`src/rtl/mul_arbiter_if.sv`:
```
// mul_arbiter_if: operand request and product response handshakes for the two clients
interface mul_arbiter_if #(parameter int WIDTH = 4);
    logic req0_valid, req1_valid, req0_ready, req1_ready;
    logic [WIDTH-1:0] req0_a, req0_b, req1_a, req1_b;
    logic res0_valid, res1_valid, res0_ready, res1_ready;
    logic [2*WIDTH-1:0] res_pro;
    modport slave (
        input  req0_valid, req1_valid, req0_a, req0_b, req1_a, req1_b, res0_ready, res1_ready,
        output req0_ready, req1_ready, res0_valid, res1_valid, res_pro
    );
    modport master (
        output req0_valid, req1_valid, req0_a, req0_b, req1_a, req1_b, res0_ready, res1_ready,
        input  req0_ready, req1_ready, res0_valid, res1_valid, res_pro
    );
endinterface

```
`src/rtl/mul_arbiter.sv`:
```
// mul_arbiter: shares one external multiplier between two requesters (round-robin,
// or fixed priority to req0 when MUL_ARB_FIXED_PRIO_EN is defined).
module mul_arbiter #(parameter int WIDTH = 4) (
    input  logic               clk,
    input  logic               rst,
    mul_arbiter_if.slave       bus,
    output logic [WIDTH-1:0]   mul_in1,
    output logic [WIDTH-1:0]   mul_in2,
    input  logic [2*WIDTH-1:0] mul_pro
);
`ifdef MUL_ARB_FIXED_PRIO_EN
    localparam bit FIXED = 1'b1;
`else
    localparam bit FIXED = 1'b0;
`endif
    typedef enum logic [1:0] {IDLE, EXEC, RESP} state_t;
    state_t state;
    logic last, gnt, grant, fire;
    logic [WIDTH-1:0] op_a, op_b;
    logic [2*WIDTH-1:0] pro_q;
    logic res0_q, res1_q;
    // grant=1 selects req1; it only loses to req0 on contention when req0 is due
    assign grant = bus.req1_valid && (!bus.req0_valid || (!last && !FIXED));
    assign fire = state == IDLE && (bus.req0_valid || bus.req1_valid);
    assign bus.req0_ready = state == IDLE && bus.req0_valid && !grant;
    assign bus.req1_ready = state == IDLE && grant;
    assign bus.res0_valid = res0_q;
    assign bus.res1_valid = res1_q;
    assign bus.res_pro = pro_q;
    assign mul_in1 = op_a;
    assign mul_in2 = op_b;
    always_ff @(posedge clk or posedge rst) begin
        if (rst) begin
            state <= IDLE;
            last <= 1'b1;
            gnt <= 1'b0;
            op_a <= '0;
            op_b <= '0;
            pro_q <= '0;
            res0_q <= 1'b0;
            res1_q <= 1'b0;
        end else begin
            case (state)
                IDLE: if (fire) begin
                    op_a <= grant ? bus.req1_a : bus.req0_a;
                    op_b <= grant ? bus.req1_b : bus.req0_b;
                    gnt <= grant;
                    last <= grant;
                    state <= EXEC;
                end
                EXEC: begin
                    pro_q <= mul_pro;
                    res0_q <= !gnt;
                    res1_q <= gnt;
                    state <= RESP;
                end
                RESP: if (gnt ? bus.res1_ready : bus.res0_ready) begin
                    res0_q <= 1'b0;
                    res1_q <= 1'b0;
                    state <= IDLE;
                end
                default: state <= IDLE;
            endcase
        end
    end
endmodule

```
`src/flat_wrapper.sv`:
```
// flat-port wrapper written by rule: the top's interface ports become plain ports
module mul_arbiter_flat 
#(parameter int WIDTH = 4)
  (clk, rst, mul_in1, mul_in2, mul_pro, bus_req0_valid, bus_req1_valid, bus_req0_a, bus_req0_b, bus_req1_a, bus_req1_b, bus_res0_ready, bus_res1_ready, bus_req0_ready, bus_req1_ready, bus_res0_valid, bus_res1_valid, bus_res_pro);
  mul_arbiter_if #(.WIDTH(WIDTH)) bus_i ();
  input  logic clk;
  input  logic rst;
  output logic [WIDTH-1:0] mul_in1;
  output logic [WIDTH-1:0] mul_in2;
  input  logic [2*WIDTH-1:0] mul_pro;
  input wire logic [$bits(bus_i.req0_valid)-1:0] bus_req0_valid;
  input wire logic [$bits(bus_i.req1_valid)-1:0] bus_req1_valid;
  input wire logic [$bits(bus_i.req0_a)-1:0] bus_req0_a;
  input wire logic [$bits(bus_i.req0_b)-1:0] bus_req0_b;
  input wire logic [$bits(bus_i.req1_a)-1:0] bus_req1_a;
  input wire logic [$bits(bus_i.req1_b)-1:0] bus_req1_b;
  input wire logic [$bits(bus_i.res0_ready)-1:0] bus_res0_ready;
  input wire logic [$bits(bus_i.res1_ready)-1:0] bus_res1_ready;
  output wire logic [$bits(bus_i.req0_ready)-1:0] bus_req0_ready;
  output wire logic [$bits(bus_i.req1_ready)-1:0] bus_req1_ready;
  output wire logic [$bits(bus_i.res0_valid)-1:0] bus_res0_valid;
  output wire logic [$bits(bus_i.res1_valid)-1:0] bus_res1_valid;
  output wire logic [$bits(bus_i.res_pro)-1:0] bus_res_pro;
  assign bus_i.req0_valid = bus_req0_valid;
  assign bus_i.req1_valid = bus_req1_valid;
  assign bus_i.req0_a = bus_req0_a;
  assign bus_i.req0_b = bus_req0_b;
  assign bus_i.req1_a = bus_req1_a;
  assign bus_i.req1_b = bus_req1_b;
  assign bus_i.res0_ready = bus_res0_ready;
  assign bus_i.res1_ready = bus_res1_ready;
  assign bus_req0_ready = bus_i.req0_ready;
  assign bus_req1_ready = bus_i.req1_ready;
  assign bus_res0_valid = bus_i.res0_valid;
  assign bus_res1_valid = bus_i.res1_valid;
  assign bus_res_pro = bus_i.res_pro;
  mul_arbiter #(.WIDTH(WIDTH)) u_core (.clk(clk), .rst(rst), .bus(bus_i), .mul_in1(mul_in1), .mul_in2(mul_in2), .mul_pro(mul_pro));
endmodule
```
`config.mk`:
```
export PLATFORM = sky130hd
export DESIGN_NAME = mul_arbiter_flat
export DESIGN_NICKNAME = d
export VERILOG_FILES = /design/src/rtl/mul_arbiter_if.sv /design/src/rtl/mul_arbiter.sv /design/src/flat_wrapper.sv
export SDC_FILE = /design/constraint.sdc
export NUM_CORES = 1
export LEC_CHECK = 0
export CORE_AREA = 5 5 69 55
export CTS_CLUSTER_SIZE = 10
export DETAILED_ROUTE_END_ITERATION = 16
export DIE_AREA = 0 0 74 60
export HOLD_SLACK_MARGIN = 0.08
export PLACE_DENSITY_LB_ADDON = 0.25
export SLEW_MARGIN = 10
export SYNTH_ARGS = -nofsm -noshare
export SYNTH_HDL_FRONTEND = slang
export SYNTH_SLANG_ARGS = --single-unit
```
`constraint.sdc`:
```
create_clock -name clk -period 1.5 [get_ports clk]
set_input_delay 0.45 -clock clk [delete_from_list [all_inputs] [get_ports clk]]
set_output_delay 0.45 -clock clk [all_outputs]
set_load 0.05 [all_outputs]
```
==> impl_summary.md <==
Pwr
The power per cell area is 2482 nW/um2. After layout, the design draws a total of approximately 0.0048 W. In this run the static leakage power is slightly below 0.9 nW.

The worst vdd rail ir drop is 1.097 mV.

Clocking
Clock tree synthesis inserted a total of 3 buffers. The TritonCTS clock tree is yes. The root buffer cell chosen for the clock tree is sky130_fd_sc_hd__clkbuf_8. No sink is reached through more buffers than the 2 on the longest clock path. The clock reaches the later pin of the worst-skew pair after ~0.26 ns. In this run the number of H-tree levels came out at 1. The number of hold buffers added after cts is 0. CTS saw 22 sinks.

The clock edge transition at the registers on the reported setup and hold paths is 0.08 ns.

Yosys
The mapped netlist covers just over 1000 um2. The number of nets produced by synthesis is 102. Counting every instance in the synthesized netlist gives 72. Counting distinct cell types in the post-synthesis netlist gives 21. The share of the yosys chip area belonging to registers is between 50% and 60%. For this run, the number of Yosys warnings is 0. The count of state elements after synthesis is 22. The average instance in the mapped netlist occupies about 14 um2.

Layout
The number of fill cells is 243. The count of inserted antenna diode cells is 0. The number of nets in the layout is 165. From synthesis to final layout, the design area changed by 88.74%. The layout cell share with drive strength beyond 1 is 50.75%. The final standard cell area without fillers is a little under 2000 um2.

The non-filler instance count after layout is about 170. The share of the core filled with cells is 61.63%.

Critical path
Along the worst path, the maximum fanout reaches 3. The number of cells on the critical path is 3. The top cell family by delay on the critical path is flip-flops. In this run the critical register-to-register path is launched from u_core.last.

STA classifies the critical path startpoint as a flip-flop. The data required time at the worst endpoint is 1.05 ns. The slowest stage of the critical path belongs to the cell sky130_fd_sc_hd__dfstp_2. The endpoint type of the worst setup path is an output pin.

The number of cells on the worst reg-to-reg path is 4. At the worst endpoint, the arrival time is about 1.3 ns. The critical path class is reg2out.

Counting both buffers and inverters, the worst setup path holds a total of 1. The worst reg-to-reg setup slack is -0.07 ns. In this run the critical register-to-register path is captured at u_core.mul_in2[0]. The end point of the critical path is bus_req0_ready. The critical path goes through a21bo_4 -> and3_4 -> buf_12. On the worst path, the slowest cell contributes a delay of 0.55 ns. The launching instance or port of the critical path is u_core.last.

Global routing
The aggregate global routing overflow is 0. The wire length of the first global-routing pass is 4.105 mm. The initial antenna violation count is 0. The maximum number of pins on one net before global-route repair is 23. The via count of the first global-routing pass is 914. In the global route stage, overall resource usage came out at 12.05%.

Drt
The number of nets with antenna violations after routing is 0. The remaining routing DRC violations is 0. The first-pass iteration count of the detailed router is 3.

In the final routed layout, each cell accounts on average for between 10 and 15 um. The first routing iteration left 35 violations. The number of vias in the routed layout is approximately 810.

The routed wire length is 2.466 mm. In the routed layout, each cell is associated on average with a via count of 4.638.

Status
The run finished, with violations left. The final reports fail on setup timing.

Timing
Measured against its own limit, the worst slew margin works out to 81.67%. The number of hold violations in the final report is 0. The achievable clock frequency is 583.0 MHz. Setup repair after global routing could not meet its margin everywhere. The final number of max-transition violations is 0. The final setup slack of the worst path is -0.2151 ns. The share of the clock period used by the worst path after layout is 114.3%.

Setup violations remaining at the end of the flow were counted as 10. On the final layout, the worst clock skew is about 0.0051 ns. At the pin with the least slew margin, the transition time is 0.2749 ns.

The time the final worst path needs with I/O delays and setup is between 1.5 and 2 ns.

Die
The number of placed I/O pins is 50. The floorplan has 18 rows. The floorplan step defined a die boundary enclosing 4440 um2. The chip height is 60 um. The placeable core region is 3131 um2. The floorplan step set the die width to 74 um. The initial utilization of the core area, before any placement, comes to 32.65%.

Placement
The post-detailed-placement cell area is 1866 um2. The number of placed instances, taps included is 170. The final weighted congestion in routability-driven placement is 0.7092. In this run the tool buffered the top-level ports with 49 buffer cells. The HPWL after detailed placement is about 2 mm.

Job
Max-cap violations in this run came to 0.

Hold path
The worst hold path belongs to the class in2async.
-- cell usage in the layout, fill, tap and decap left out, drive strengths merged, types with 2 or more instances in the layout --
cell type	netlist	final
nor2b	2	2
clkbuf	0	4
dfrtp	21	21
a21o	3	3
a21oi	3	3
inv	4	4
mux2	24	24
a31oi	2	2
clkdlybuf4s50	0	27
buf	2	32
-- sequential cells by signal, summed over array words and instances, names as in the netlist --
| register | cells |
|---|---|
| u_core.mul_in2 | 4 |
| u_core.bus.res_pro | 8 |
| u_core.last | 1 |
| u_core.bus.res1_valid | 1 |
| u_core.state | 2 |
| u_core.bus.res0_valid | 1 |
| u_core.gnt | 1 |
| u_core.mul_in1 | 4 |
-- where the power goes --
part | switching, W | internal [W]
registers | 0.000346 | 0.000911
clock network | 0.000189 | 0.000234
logic | 0.00144 | 0.00167
-- what timing repair did --
| item | in CTS | in global routing |
|---|---|---|
| resized for setup | 11 | 1 |
| endpoints found under the setup margin | 10 | 10 |
| pin swaps | 3 | 2 |
| hold endpoints to repair | 0 | 0 |
| setup buffers | 1 | 0 |
-- per-layer routing --
layer  share of wire, %  GRT usage, %  routed length [um]
met5                  0             0                   0
met1                 39         13.67                 957
met2                 52         20.71                1270
met4               0.24         1.809                   6
met3                9.4         6.218                 231
-- through the flow --
stage | TNS, ns | worst slack, ns | hold WS, ns
3_3_place_gp | -5.483 | -0.5454 | 0.5561
6_report | -0.9593 | -0.2151 | 0.5074
3_5_place_dp | -5.865 | -0.5831 | 0.5621
4_1_cts | -1.371 | -0.2381 | 0.5106
2_1_floorplan | -0.2498 | -0.1620 | 0.4385
5_1_grt | -1.511 | -0.2703 | 0.5318
-- worst register-to-register path, cell delays in order, from the launching register on --
cell                      delay, ns
sky130_fd_sc_hd__dfstp_2       0.55
sky130_fd_sc_hd__a21bo_4       0.14
sky130_fd_sc_hd__buf_4         0.20
sky130_fd_sc_hd__mux2_4        0.31
sky130_fd_sc_hd__mux2_2        0.26
-- cell families (layout without fill, tap and decap cells) --
kind of cell / count (synthesis) / in the layout / share of synthesized area, %
flip-flops: 22 / 22 / 53.98
AND/OR/NAND/NOR: 7 / 7 / 3.916
buffers and inverters: 6 / 68 / 3.059
multiplexers: 25 / 25 / 30.36
AO/OA/AOI/OAI: 12 / 12 / 8.690
-- area by class of cell --
cell class,count,area [um2],area share (%)
Timing Repair Buffer,60,794.5,41.18
Sequential cell,22,551.8,28.60
Multi-Input combinational cell,44,462.9,23.99
Clock buffer,4,55.05,2.853
Tap cell,40,50.05,2.594
Inverter,4,15.01,0.7782
-- worst min-delay path by stage --
stage                                      from                     to  slack (ns)  cells past startpoint
after CTS                                   rst  u_core.bus.res_pro[6]        0.51                      3
after detailed placement  u_core.bus.res_pro[2]  u_core.bus.res_pro[2]        0.56                      1
after floorplan                             rst  u_core.bus.res0_valid        0.44                      1
after global routing                        rst  u_core.bus.res_pro[7]        0.53                      3
final                                       rst  u_core.bus.res_pro[6]        0.51                      3
after global placement        u_core.mul_in1[2]      u_core.mul_in1[2]        0.56                      1
-- Yosys cell counts --
master                     instances  area share [%]
sky130_fd_sc_hd__a21bo_1           1            0.98
sky130_fd_sc_hd__a21o_1            3             2.2
sky130_fd_sc_hd__a21oi_1           3             1.5
sky130_fd_sc_hd__a221oi_1          1            0.86
sky130_fd_sc_hd__a31oi_1           2             1.2
sky130_fd_sc_hd__and3_2            1            0.73
sky130_fd_sc_hd__buf_2             1            0.49
sky130_fd_sc_hd__buf_6             1             1.1
sky130_fd_sc_hd__dfrtp_1          21              51
sky130_fd_sc_hd__dfstp_2           1             2.6
sky130_fd_sc_hd__inv_1             4             1.5
sky130_fd_sc_hd__mux2_2           16              18
sky130_fd_sc_hd__mux2_4            8              12
sky130_fd_sc_hd__mux2i_1           1            0.98
sky130_fd_sc_hd__nand2_1           1            0.37
sky130_fd_sc_hd__nand3b_1          1            0.73
sky130_fd_sc_hd__nor2_1            1            0.37
sky130_fd_sc_hd__nor2b_1           2             1.2
sky130_fd_sc_hd__nor3_1            1            0.49
sky130_fd_sc_hd__o21ai_2           1            0.86
sky130_fd_sc_hd__o221a_2           1             1.1
Note: power is estimated with default switching activity, not from simulation.
